[src/rtl/cancid_ctx_engine.sv]
// Per-stream DFA context manager between the packet parser and one DFA matcher.
// Saves/restores DFA state per stream and keeps saturating match counters.
module cancid_ctx_engine #(
  parameter int STATE_W  = 11,
  parameter int SID_W    = 6,
  parameter int COUNT_W  = 16,
  parameter int PIPE_LAT = 3
) (
  input  logic               clk,
  input  logic               rst,
  input  logic               load_state,
  input  logic [SID_W-1:0]   stream_id,
  input  logic [7:0]         char_in,
  input  logic               char_in_vld,
  input  logic               eop,
  input  logic               enable,
  input  logic               clr_stream,
  input  logic [SID_W-1:0]   clr_id,
  input  logic [SID_W-1:0]   rd_id,
  output logic [COUNT_W-1:0] rd_count,
  output logic [COUNT_W-1:0] total_count,
  output logic               fired,
  output logic               pkt_done,
  output logic               pkt_matched,
  output logic               load_err,
  output logic [7:0]         dfa_char,
  output logic               dfa_char_vld,
  output logic [STATE_W-1:0] dfa_state_in,
  output logic               dfa_state_in_vld,
  input  logic [STATE_W-1:0] dfa_state_out,
  input  logic               dfa_accept
);

  localparam int NS = 2**SID_W;
  localparam int DW = (PIPE_LAT > 1) ? $clog2(PIPE_LAT) : 1;
  localparam logic [COUNT_W-1:0] CMAX = '1;

  typedef enum logic [1:0] {IDLE, RUN, DRAIN, COMMIT} st_t;

  st_t                st;
  logic [SID_W-1:0]   cur_sid;
  logic               en_lat;
  logic               dfa_accept_r;
  logic [STATE_W-1:0] st_r;
  logic [DW-1:0]      dcnt;
  logic [NS-1:0]      valid;
  logic [COUNT_W-1:0] cnt [NS];
  logic [STATE_W-1:0] mem [NS];

  logic               commit_wr;
  logic [STATE_W-1:0] restore;

  assign commit_wr = (st == COMMIT) && en_lat;

  // Same-cycle clear beats forwarding; forwarding beats the stale memory.
  always_comb begin
    restore = '0;
    if (clr_stream && clr_id == stream_id)
      restore = '0;
    else if (commit_wr && stream_id == cur_sid)
      restore = st_r;
    else if (valid[stream_id])
      restore = mem[stream_id];
  end

  always_ff @(posedge clk) begin
    if (commit_wr)
      mem[cur_sid] <= st_r;
  end

  always_ff @(posedge clk or posedge rst) begin
    if (rst) begin
      st               <= IDLE;
      cur_sid          <= '0;
      en_lat           <= 1'b0;
      dfa_accept_r     <= 1'b0;
      st_r             <= '0;
      dcnt             <= '0;
      valid            <= '0;
      for (int i = 0; i < NS; i++)
        cnt[i] <= '0;
      total_count      <= '0;
      rd_count         <= '0;
      fired            <= 1'b0;
      pkt_done         <= 1'b0;
      pkt_matched      <= 1'b0;
      load_err         <= 1'b0;
      dfa_char         <= '0;
      dfa_char_vld     <= 1'b0;
      dfa_state_in     <= '0;
      dfa_state_in_vld <= 1'b0;
    end else begin
      dfa_state_in_vld <= 1'b0;
      dfa_char_vld     <= 1'b0;
      pkt_done         <= 1'b0;
      pkt_matched      <= 1'b0;
      load_err         <= 1'b0;
      dfa_accept_r     <= dfa_accept;
      dfa_char         <= char_in;
      rd_count         <= cnt[rd_id];
      if ((st == RUN || st == DRAIN) && dfa_accept_r)
        fired <= 1'b1;
      unique case (st)
        IDLE: begin
          if (load_state) begin
            cur_sid          <= stream_id;
            fired            <= 1'b0;
            dfa_state_in     <= restore;
            dfa_state_in_vld <= 1'b1;
            st               <= RUN;
          end
        end
        RUN: begin
          dfa_char_vld <= char_in_vld;
          load_err     <= load_state;
          if (eop) begin
            en_lat <= enable;
            dcnt   <= '0;
            st     <= DRAIN;
          end
        end
        DRAIN: begin
          load_err <= load_state;
          st_r     <= dfa_state_out;
          // pkt_done is timed to coincide with the COMMIT cycle
          if (dcnt == DW'(PIPE_LAT - 1)) begin
            st          <= COMMIT;
            pkt_done    <= 1'b1;
            pkt_matched <= en_lat & (fired | dfa_accept_r);
          end else begin
            dcnt <= dcnt + 1'b1;
          end
        end
        COMMIT: begin
          fired <= 1'b0;
          if (en_lat) begin
            valid[cur_sid] <= 1'b1;
            if (fired && cnt[cur_sid] != CMAX)
              cnt[cur_sid] <= cnt[cur_sid] + 1'b1;
            if (fired && total_count != CMAX)
              total_count <= total_count + 1'b1;
          end
          if (load_state) begin
            cur_sid          <= stream_id;
            dfa_state_in     <= restore;
            dfa_state_in_vld <= 1'b1;
            st               <= RUN;
          end else begin
            st <= IDLE;
          end
        end
        default: st <= IDLE;
      endcase
      if (clr_stream) begin
        valid[clr_id] <= 1'b0;
        cnt[clr_id]   <= '0;
      end
    end
  end

endmodule

[config.mk]
export PLATFORM = sky130hd
export DESIGN_NAME = cancid_ctx_engine
export DESIGN_NICKNAME = d
export VERILOG_FILES = /design/src/rtl/cancid_ctx_engine.sv
export SDC_FILE = /design/constraint.sdc
export NUM_CORES = 2
export LEC_CHECK = 0
export BUFFER_PORTS_ARGS = -buffer_cell sky130_fd_sc_hd__buf_2
export CORE_ASPECT_RATIO = 0.9
export CORE_UTILIZATION = 45
export DETAILED_ROUTE_END_ITERATION = 8
export GPL_ROUTABILITY_DRIVEN = 0
export SLEW_MARGIN = 20
export SYNTH_ARGS = -nofsm -noshare
export SYNTH_HDL_FRONTEND = slang
export SYNTH_SLANG_ARGS = --single-unit
export TNS_END_PERCENT = 30
[constraint.sdc]
create_clock -name clk -period 54.6 [get_ports clk]
set_input_delay 5.46 -clock clk [delete_from_list [all_inputs] [get_ports clk]]
set_output_delay 5.46 -clock clk [all_outputs]
set_load 0.02 [all_outputs]
==> metrics.md <==
| Metric | Value |
|---|---|
| Worst Hold Depth | 2 |
| Unrepaired setup endpoints after global routing | false |
| Antenna violations before repair | 27 |
| Power Density | 57.48 nW/µm² |
| Vias | 64.28k |
| Distinct cells, synth | 87 |
| Post-CTS setup buffer count | 0 |
| Die area | 206,000 µm² |
| DRT Pass-1 Iters | 9 |
| Async SR Flop Fraction | 62.39% |
| Number of vias per cell | 6.767 |
| Most used cell, CP | buf_4 |
| CTS Buffer Depth | 3 |
| Reg2reg setup slack | 46,500 ps |
| Die width | 478.3 µm |
| H-tree depth | 4 |
| Final min period | 9173 ps |
| Pin count of the biggest net entering global routing | 178 |
| Number of global-route vias before repair | 62.32k |
| Remaining antenna violation count | 0 |
| Register area share after synthesis | 54.82% |
| R2R cell count | 18 |
| DR iter-0 viols | 8,708 |
| Cell taking the most area after synthesis | dfrtp_1 |
| Share of cells above drive strength 1 | 24.26% |
| Area of the multi-input gates | 39,430 µm² |
| Syn Nets | 6,691 |
| FMAX | 109.0 MHz |
| Max Cap Violations | 0 |
| Worst hold path class | reg -> reg |
| Worst EP arrival | 9900 ps |
| # hold bufs at CTS | 0 |
| Num CTS Buffers | 191 |
| Worst vdd ir | 0.07890 mV |
| Worst R2R Start | cur_sid[1] |
| Layout fillers | 17.05k |
| Syn Inst Count | 6,639 |
| Status | finished, violations left |
| Crit share post-route | 16.80% |
| Delay of the slowest cell on the worst path | 730 ps |
| Area share of the largest cell type after synthesis | 31.81% |
| Worst setup EP type | flip-flop |
| FF+latch count, synth | 1,872 |
| Failing checks | DRC |
| DRT Wirelength | 337,800 µm |
| Die Y | 430.7 µm |
| Clock sink count | 1,872 |
| Hold Crit Start | dfa_accept_r |
| Remaining DRCs | 8 |
| Synth Cell Area | 91,880 µm² |
| Syn_area_per_cell | 13.84 µm² |
| Commonest cells after routing, fill and taps aside | dfrtp_1, nor2_1, mux2i_1 |
| Worst Skew | 61.90 ps |
| # IOs | 102 |
| Remaining Overflow, GRT | 0 |
| Slew @ Worst Pin | 1292 ps |
| Worst slew margin | 13.57% |
| CP top delay family | buffers and inverters |
| CTS clk-pin slew, worst paths | 60 ps |
| Synth area leaders | dfrtp_1, edfxtp_1, mux4_2, mux2i_1, nor2_1 |
| Worst Path Max Fanout | 79 |
| Resize count post-CTS | 0 |
| Area grow syn2layout | 11.22% |
| R2r endpoint | cnt[111] |
| All-layer global routing usage | 32.74% |
| Worst Path Buf+Inv | 4 |
| Fin nets | 6,696 |
| CP Data Required Time | 55,330 ps |
| Port bufs | 101 |
| LEAKAGE | 36.02 nW |
| Slew Viols, Final | 0 |
| Crit Path Category | in -> reg |
| CP Cell Sequence | buf_8 -> buf_4 -> buf_4 -> mux4_2 -> mux4_2 -> mux2_2 -> o21ai_0 -> buf_4 -> nor3b_1 -> a21oi_1 -> o21ai_0 |
| Post-synth EDFFs | 704 |
| Core Region | 201,800 µm² |
| CTS tree | built |
| Slowest cell on the critical path | buf_4 |
| Setup TNS | 0 ps |
| Mean routed wirelength per cell | 35.56 µm |
| Most common cell after layout, fill and taps aside | dfrtp_1 |
| Top FF cell, synth | dfrtp_1 |
| Row count | 156 |
| Skew-Pair Late Insertion Delay | 870 ps |
| Post-DP HPWL | 213,800 µm |
| Setup violators final | 0 |
| First-pass GRT wire length | 481,000 µm |
| Final hold slack | 478.9 ps |
| Final hold vios | 0 |
| Synthesis warning total | 0 |
| FF+latch area | 50,410 µm² |
| Worst Setup Start Kind | input port |
| Root buf cell | clkbuf_16 |
| Initial Util | 45.53% |
| WHS Endpoint | fired |
[final cells by class]
cell class,instances,area share (%)
clock inverter,99,1.009
multi-input combinational,4205,38.59
inverter,14,0.06122
timing repair buffer,360,2.538
sequential,1872,49.33
clock buffer,255,5.167
antenna,8,0.01959
tap,2686,3.289
[metal layers]
layer	vias to the layer above	global-route usage [%]	share of wire, %
met1	33450	45.06	39
met4	12	13.17	4.6
met2	4480	46.15	42
met5	-	0.5369	0.063
li1	25390	-	-
met3	950	12.93	14
[tightest hold or removal path, delay by kind of cell, from the launching register on]
kind	cells	cell delay [ps]
flip-flops	1	340
AND/OR/NAND/NOR	2	110
[state kept, by name, indices dropped and copies added (netlist names)]
signal,count
dfa_char_vld,1
cur_sid,6
mem,704
st,2
dfa_state_in_vld,1
st_r,11
rd_count,16
total_count,16
pkt_matched,1
en_lat,1
valid,64
dfa_accept_r,1
cnt,1024
load_err,1
pkt_done,1
fired,1
dcnt,2
dfa_state_in,11
dfa_char,8
[cell usage after synthesis (27+ instances only)]
library cell,n
dfrtp_1,1168
nor2_1,865
mux2i_1,792
edfxtp_1,704
mux4_2,690
nand2_1,446
o22ai_1,316
clkbuf_1,272
a21oi_1,150
nand2b_1,139
buf_2,130
nand3_1,102
a22oi_1,78
buf_1,72
a221oi_1,62
mux2_2,60
o21ai_0,50
buf_6,40
buf_4,33
a2111oi_4,32
o21a_1,32
xnor2_1,28
a2111oi_0,27
[how the worst max path moves through the flow]
stage	from	endpoint	slack, ps	cells past startpoint
5_1_grt	stream_id[0]	dfa_state_in[3]	45070	11
2_1_floorplan	rst	cnt[0]	16240	1
6_report	stream_id[0]	dfa_state_in[3]	45430	11
3_3_place_gp	stream_id[0]	dfa_state_in[1]	44480	11
3_5_place_dp	stream_id[0]	dfa_state_in[0]	44450	11
4_1_cts	rst	cnt[161]	45390	6
[report_power, final]
| group | switching, mW | internal [mW] |
|---|---|---|
| registers | 0.341 | 1.83 |
| clock network | 0.591 | 0.749 |
| logic | 1.60 | 0.762 |
[stage by stage]
step / cell area [µm²] / instances / power (mW) / setup slack (ps) / util, %
3_3_place_gp: 95760 / 9134 / 4.390 / 44480 / 47.45
2_1_floorplan: 91880 / 6639 / 3.509 / 16240 / -
3_5_place_dp: 95760 / 9134 / 4.427 / 44450 / 47.45
4_1_cts: 102100 / 9488 / 5.764 / 45390 / 50.58
5_1_grt: 102200 / 9496 / 6.043 / 45070 / 50.63
6_report: 102200 / 9499 / 5.875 / 45430 / 50.63
[kinds of logic (layout without fill, tap and decap cells)]
| family | Yosys count | after routing | share of synthesized area (%) |
|---|---|---|---|
| adders and majority gates | 7 | 7 | 0.09532 |
| DFF | 1872 | 1872 | 54.82 |
| xor gates and xnor gates | 41 | 41 | 0.3908 |
| and+or+nand+nor | 1729 | 1729 | 8.169 |
| muxes | 1545 | 1545 | 26.32 |
| AOI/OAI and AO/OA | 883 | 883 | 7.265 |
| other | 0 | 8 | 0 |
| buffers and inverters | 562 | 728 | 2.947 |
No activity file was read; power rests on OpenSTA's default activity.
